<file path="src/rtl/muldiv_pkg.sv">
// muldiv_pkg: shared types and constants for the stack multiply/divide unit
package muldiv_pkg;
    typedef enum logic [1:0] {MUL = 2'd0, MULHU = 2'd1, DIVU = 2'd2, MODU = 2'd3} op_t;
    typedef enum logic [1:0] {IDLE = 2'd0, RUN = 2'd1, DONE = 2'd2} state_t;
    localparam int MULDIV_WIDTH = 16;
    localparam int MULDIV_CNT_W = $clog2(MULDIV_WIDTH);
endpackage

</file>
<file path="src/rtl/muldiv_step.sv">
// muldiv_step: one shift-add multiply or restoring divide iteration on a shared adder
module muldiv_step #(
    parameter int WIDTH = 16
) (
    input  logic               div,
    input  logic [2*WIDTH-1:0] acc,
    input  logic [WIDTH-1:0]   m,
    output logic [2*WIDTH-1:0] acc_next
);
    logic [WIDTH:0]   x;
    logic [WIDTH:0]   y;
    logic [WIDTH+1:0] s;
    // Multiply adds the multiplicand into the high half; divide subtracts the divisor from the shifted remainder
    always_comb begin
        x = div ? {acc[2*WIDTH-1:WIDTH], acc[WIDTH-1]} : {1'b0, acc[2*WIDTH-1:WIDTH]};
        y = div ? ~{1'b0, m} : (acc[0] ? {1'b0, m} : '0);
        s = {1'b0, x} + {1'b0, y} + (WIDTH+2)'(div);
        acc_next = div ? (s[WIDTH+1] ? {s[WIDTH-1:0], acc[WIDTH-2:0], 1'b1}
                                     : {x[WIDTH-1:0], acc[WIDTH-2:0], 1'b0})
                       : {s[WIDTH:0], acc[WIDTH-1:1]};
    end
endmodule

</file>
<file path="src/rtl/stack_muldiv.sv">
// stack_muldiv: iterative unsigned MUL/MULHU/DIVU/MODU unit fed by the operand stack
module stack_muldiv
    import muldiv_pkg::*;
#(
    parameter int WIDTH = 16
) (
    input  logic             clk,
    input  logic             rst,
    input  logic             start,
    input  op_t              op,
    input  logic [WIDTH-1:0] data0,
    input  logic [WIDTH-1:0] data1,
    output logic             busy,
    output logic             done,
    output logic [WIDTH-1:0] result,
    output logic             div_zero
);
    localparam int CYCLES = WIDTH;
    localparam int CNT_W  = $clog2(WIDTH);
    state_t             state, state_d;
    op_t                op_q;
    logic [CNT_W-1:0]   cnt;
    logic [WIDTH-1:0]   m_q;
    logic [2*WIDTH-1:0] acc, acc_next;
    logic               last, div_op;
    assign last   = cnt == CNT_W'(CYCLES - 1);
    assign div_op = op_q == DIVU || op_q == MODU;
    assign busy   = state == RUN;
    assign done   = state == DONE;
    muldiv_step #(.WIDTH(WIDTH)) u_step (
        .div      (div_op),
        .acc      (acc),
        .m        (m_q),
        .acc_next (acc_next)
    );
    // State register
    always_ff @(posedge clk or negedge rst) begin
        if (!rst) state <= IDLE;
        else      state <= state_d;
    end
    // Next state: start is only honoured outside RUN
    always_comb begin
        state_d = state;
        state_d = (state == RUN) ? (last ? DONE : RUN) : (start ? RUN : IDLE);
    end
    // Operand latch, iteration and result capture on the final iteration
    always_ff @(posedge clk or negedge rst) begin
        if (!rst) begin
            op_q     <= MUL;
            cnt      <= '0;
            m_q      <= '0;
            acc      <= '0;
            result   <= '0;
            div_zero <= 1'b0;
        end else if (state != RUN && start) begin
            op_q <= op;
            cnt  <= '0;
            m_q  <= (op == DIVU || op == MODU) ? data0 : data1;
            acc  <= {{WIDTH{1'b0}}, (op == DIVU || op == MODU) ? data1 : data0};
        end else if (state == RUN) begin
            acc <= acc_next;
            cnt <= cnt + CNT_W'(1);
            if (last) begin
                result   <= (op_q == MULHU || op_q == MODU) ? acc_next[2*WIDTH-1:WIDTH] : acc_next[WIDTH-1:0];
                div_zero <= div_op && m_q == '0;
            end
        end
    end
endmodule

</file>
<file path="config.mk">
export PLATFORM = sky130hd
export DESIGN_NAME = stack_muldiv
export DESIGN_NICKNAME = d
export VERILOG_FILES = /design/src/rtl/muldiv_pkg.sv /design/src/rtl/muldiv_step.sv /design/src/rtl/stack_muldiv.sv
export SDC_FILE = /design/constraint.sdc
export NUM_CORES = 1
export LEC_CHECK = 0
export ABC_AREA = 1
export CORE_MARGIN = 2
export CORE_UTILIZATION = 45
export DETAILED_ROUTE_END_ITERATION = 8
export GPL_TIMING_DRIVEN = 0
export PLACE_DENSITY_LB_ADDON = 0.1
export SYNTH_ARGS = -nofsm -noshare
export SYNTH_HDL_FRONTEND = slang
export SYNTH_HIERARCHICAL = 1
export SYNTH_SLANG_ARGS = --single-unit
</file>
<file path="constraint.sdc">
create_clock -name clk -period 2.98 [get_ports clk]
set_clock_uncertainty 0.15 [all_clocks]
set_input_delay 0.447 -clock clk [delete_from_list [all_inputs] [get_ports clk]]
set_output_delay 0.447 -clock clk [all_outputs]
set_load 0.005 [all_outputs]
</file>
==> impl_metrics.csv <==
group,metric,value,unit
synth,synth-seq-cells,73,
grt,use_met3,4.850,%
sta,hold_viol,0,
floorplanning,core_area,12010,um2
grt,grt_pass1_wl,27.95,mm
floorplanning,die_y,115.0,um
worst_setup_path,critical_path_arrival,3130,ps
cts,cts_sinks,73,
synth,ys_seq_area_share,32.95,%
finish,fillers,1123,
detailed_routing,drc_errors,0,
outcome,violations,"negative setup slack",
sta,fin_crit,3001,ps
finish,multiInputGateArea,3482,um2
finish,fin_util,61.03,%
worst_setup_path,rr_worst_depth,16,
floorplanning,initial_core_util,46.16,%
grt,grt.total_usage,27.80,%
cts,clk_latency,350,ps
hold_path,min_to,"result[14]",
worst_setup_path,crit_path_start_kind,"flip-flop",
sta,max_freq,333.2,MHz
synth,synth.distinct_cells,37,
placement,portBuffers,55,
floorplanning,io_pins,56,
synth,syn_avg_cell_area,6.720,um2
sta,rsz0062_at_grt,"true",
synth,yosys.area.top_type_share,32.95,%
finish,register_area,1828,um2
grt,grt_max_degree,62,
detailed_routing,wl_per_cell,16.86,um
worst_setup_path,worstSetupEndpointType,"flip-flop",
detailed_routing,dr.pass1.iters,6,
finish,fin_nets,973,
finish,drive_above_1_share,19.61,%
floorplanning,dieWidth,115.0,um
sta,timing.final.ws_setup,-21.36,ps
worst_setup_path,reg2reg_to,"result[3]",
synth,async_flop_share,100.0,%
finish,syn2layout_area_growth,32.23,%
grt,top_usage_layer,"met2",
hold_path,min_from,"result[14]",
grt,antenna_found_initial,0,
worst_setup_path,path_class,"flip-flop to flip-flop",
cts,root_buffer,"clkbuf_16",
grt,grt_use_met2,44.63,%
worst_setup_path,cp_max_fo,6,
synth,postSynthCellCount,825,
floorplanning,die_area,13220,um2
placement,dp_hpwl,13.67,mm
synth,ys_warn_count,6,
synth,synth_top_area_cell,"dfrtp_1",
finish,layout_common_cells,"291 x nand2_1, 98 x inv_1, 72 x dfrtp_1, 67 x o21ai_0, 54 x clkdlybuf4s50_1",
sta,drv_slew,0,
finish,layout_commonest_cell,"nand2_1",
sta,setup_violations,3,
floorplanning,rows,40,
synth,netlist_area,5544,um2
detailed_routing,wl,18.05,mm
worst_setup_path,required,3110,ps
cts,cts_max_level,3,
sta,slew_headroom,57.94,%
cts,cts.clk_slew.worst_paths,60,ps
detailed_routing,vias,5782,
grt,grt_pass1_vias,5393,
hold_path,hold_path_depth,2,
detailed_routing,ant_nets,0,
worst_setup_path,rr_startpoint,"op_q[1]",
synth,synth-edff-count,0,
sta,worstMarginPinSlew,630.9,ps
worst_setup_path,r2r_slack,-20,ps
synth,synth_area_leaders,"dfrtp_1 33%, nand2_1 21%, o21ai_0 7.5%, inv_1 6.8%, ha_1 3.6%",
sta,timing.final.crit_share,100.7,%
flow_run,drv_cap,0,
outcome,status,"finished, violations left",
cts,cts_tree,"yes",
sta,finalSetupTns,-37.66,ps
cts,clockBufferDepth,2,
grt,met1_usage,38.01,%
placement,place_congestion,0.9151,
synth,ys.flop_type,"dfrtp_1",
grt,grt.overflow.total,0,
finish,antennaDiodeCount,0,
cts,numCtsBuffers,9,
hold_path,hold_path_class,"flip-flop to flip-flop",
detailed_routing,vias_per_cell,5.404,
synth,synthesis.nets,880,
detailed_routing,first_iter_violations,491,
-- routing by layer --
layer	routed length, um	part of all wire [%]
met1	7632	42
met2	8532	47
met3	1391	7.7
met4	489	2.7
met5	0	0
-- Yosys cell counts, drive strengths merged, types with 3 or more instances --
| master | number |
|---|---|
| clkbuf | 16 |
| inv | 106 |
| buf | 23 |
| o211ai | 22 |
| xor2 | 5 |
| ha | 16 |
| a21oi | 24 |
| nand2 | 318 |
| dfrtp | 73 |
| nor2 | 40 |
| nand4 | 20 |
| nand3 | 43 |
| o21ai | 90 |
| a22o | 17 |
| nor3 | 3 |
-- worst max-delay path by stage --
stage | startpoint | end | cells past startpoint
CTS | op_q[1] | result[7] | 17
finish | op_q[1] | result[3] | 16
global placement | rst | acc[17] | 1
detailed placement | op_q[1] | result[7] | 16
global route | op_q[1] | result[12] | 18
floorplan | op_q[1] | result[7] | 18
-- critical path: stages, from the launching register on --
cell and delay (ps):
dfrtp_2 480, buf_6 170, buf_8 130, nand2_4 60, o21ai_4 50, fa_2 440
fa_2 370, inv_2 90, nand3_2 80, nand3_4 110, xor2_2 220, nand2_1 110
nand3_2 130, nand2_1 90, o21ai_0 110, nand2_1 80, nand2_1 70
-- cells by family (layout without fill, tap and decap cells) --
family                     after synthesis  count (layout)  synth area share (%)
adders and majority gates               18              18                 4.333
xor gates and xnor gates                 7               7                 1.106
AOI/OAI and AO/OA                      154             154                 16.29
buffers and inverters                  146             244                 11.04
DFF                                     73              73                 32.95
and+or+nand+nor                        427             427                 34.28
-- cell type report --
cell class | instances | share of cell area, %
repair buffers | 83 | 10.65
flip-flops and latches | 73 | 24.94
multi-input cells | 606 | 47.50
clock buffers | 10 | 3.123
clock inverters | 6 | 1.536
plain buffers | 38 | 4.199
well taps | 147 | 2.509
inverters | 107 | 5.547
-- state kept, by name, indices dropped and copies added, names as in the netlist --
name / cells
acc: 32
m_q: 16
result: 16
cnt: 4
op_q: 2
state: 2
div_zero: 1
-- metrics by stage --
stage	instances	cell area [um2]	setup slack, ps	hold slack [ps]
after detailed placement	1028	6306	-782.9	175.1
after CTS	1059	7007	-29.85	338.8
after global placement	1027	6281	-1234	318.5
final	1070	7331	-21.36	331.6
after floorplan	825	5547	42.55	1.409
after global routing	1070	7331	-149.8	353.5
-- timing repair --
action,in CTS,in global routing
hold endpoints to repair,12,0
gates resized for setup,73,59
pin swaps,16,32
hold buffers,1,0
setup buffers,15,11
setup endpoints to repair,33,32
Power is not shown: default switching activity piles up to over one toggle a cycle in this logic, so the estimate is an artifact.
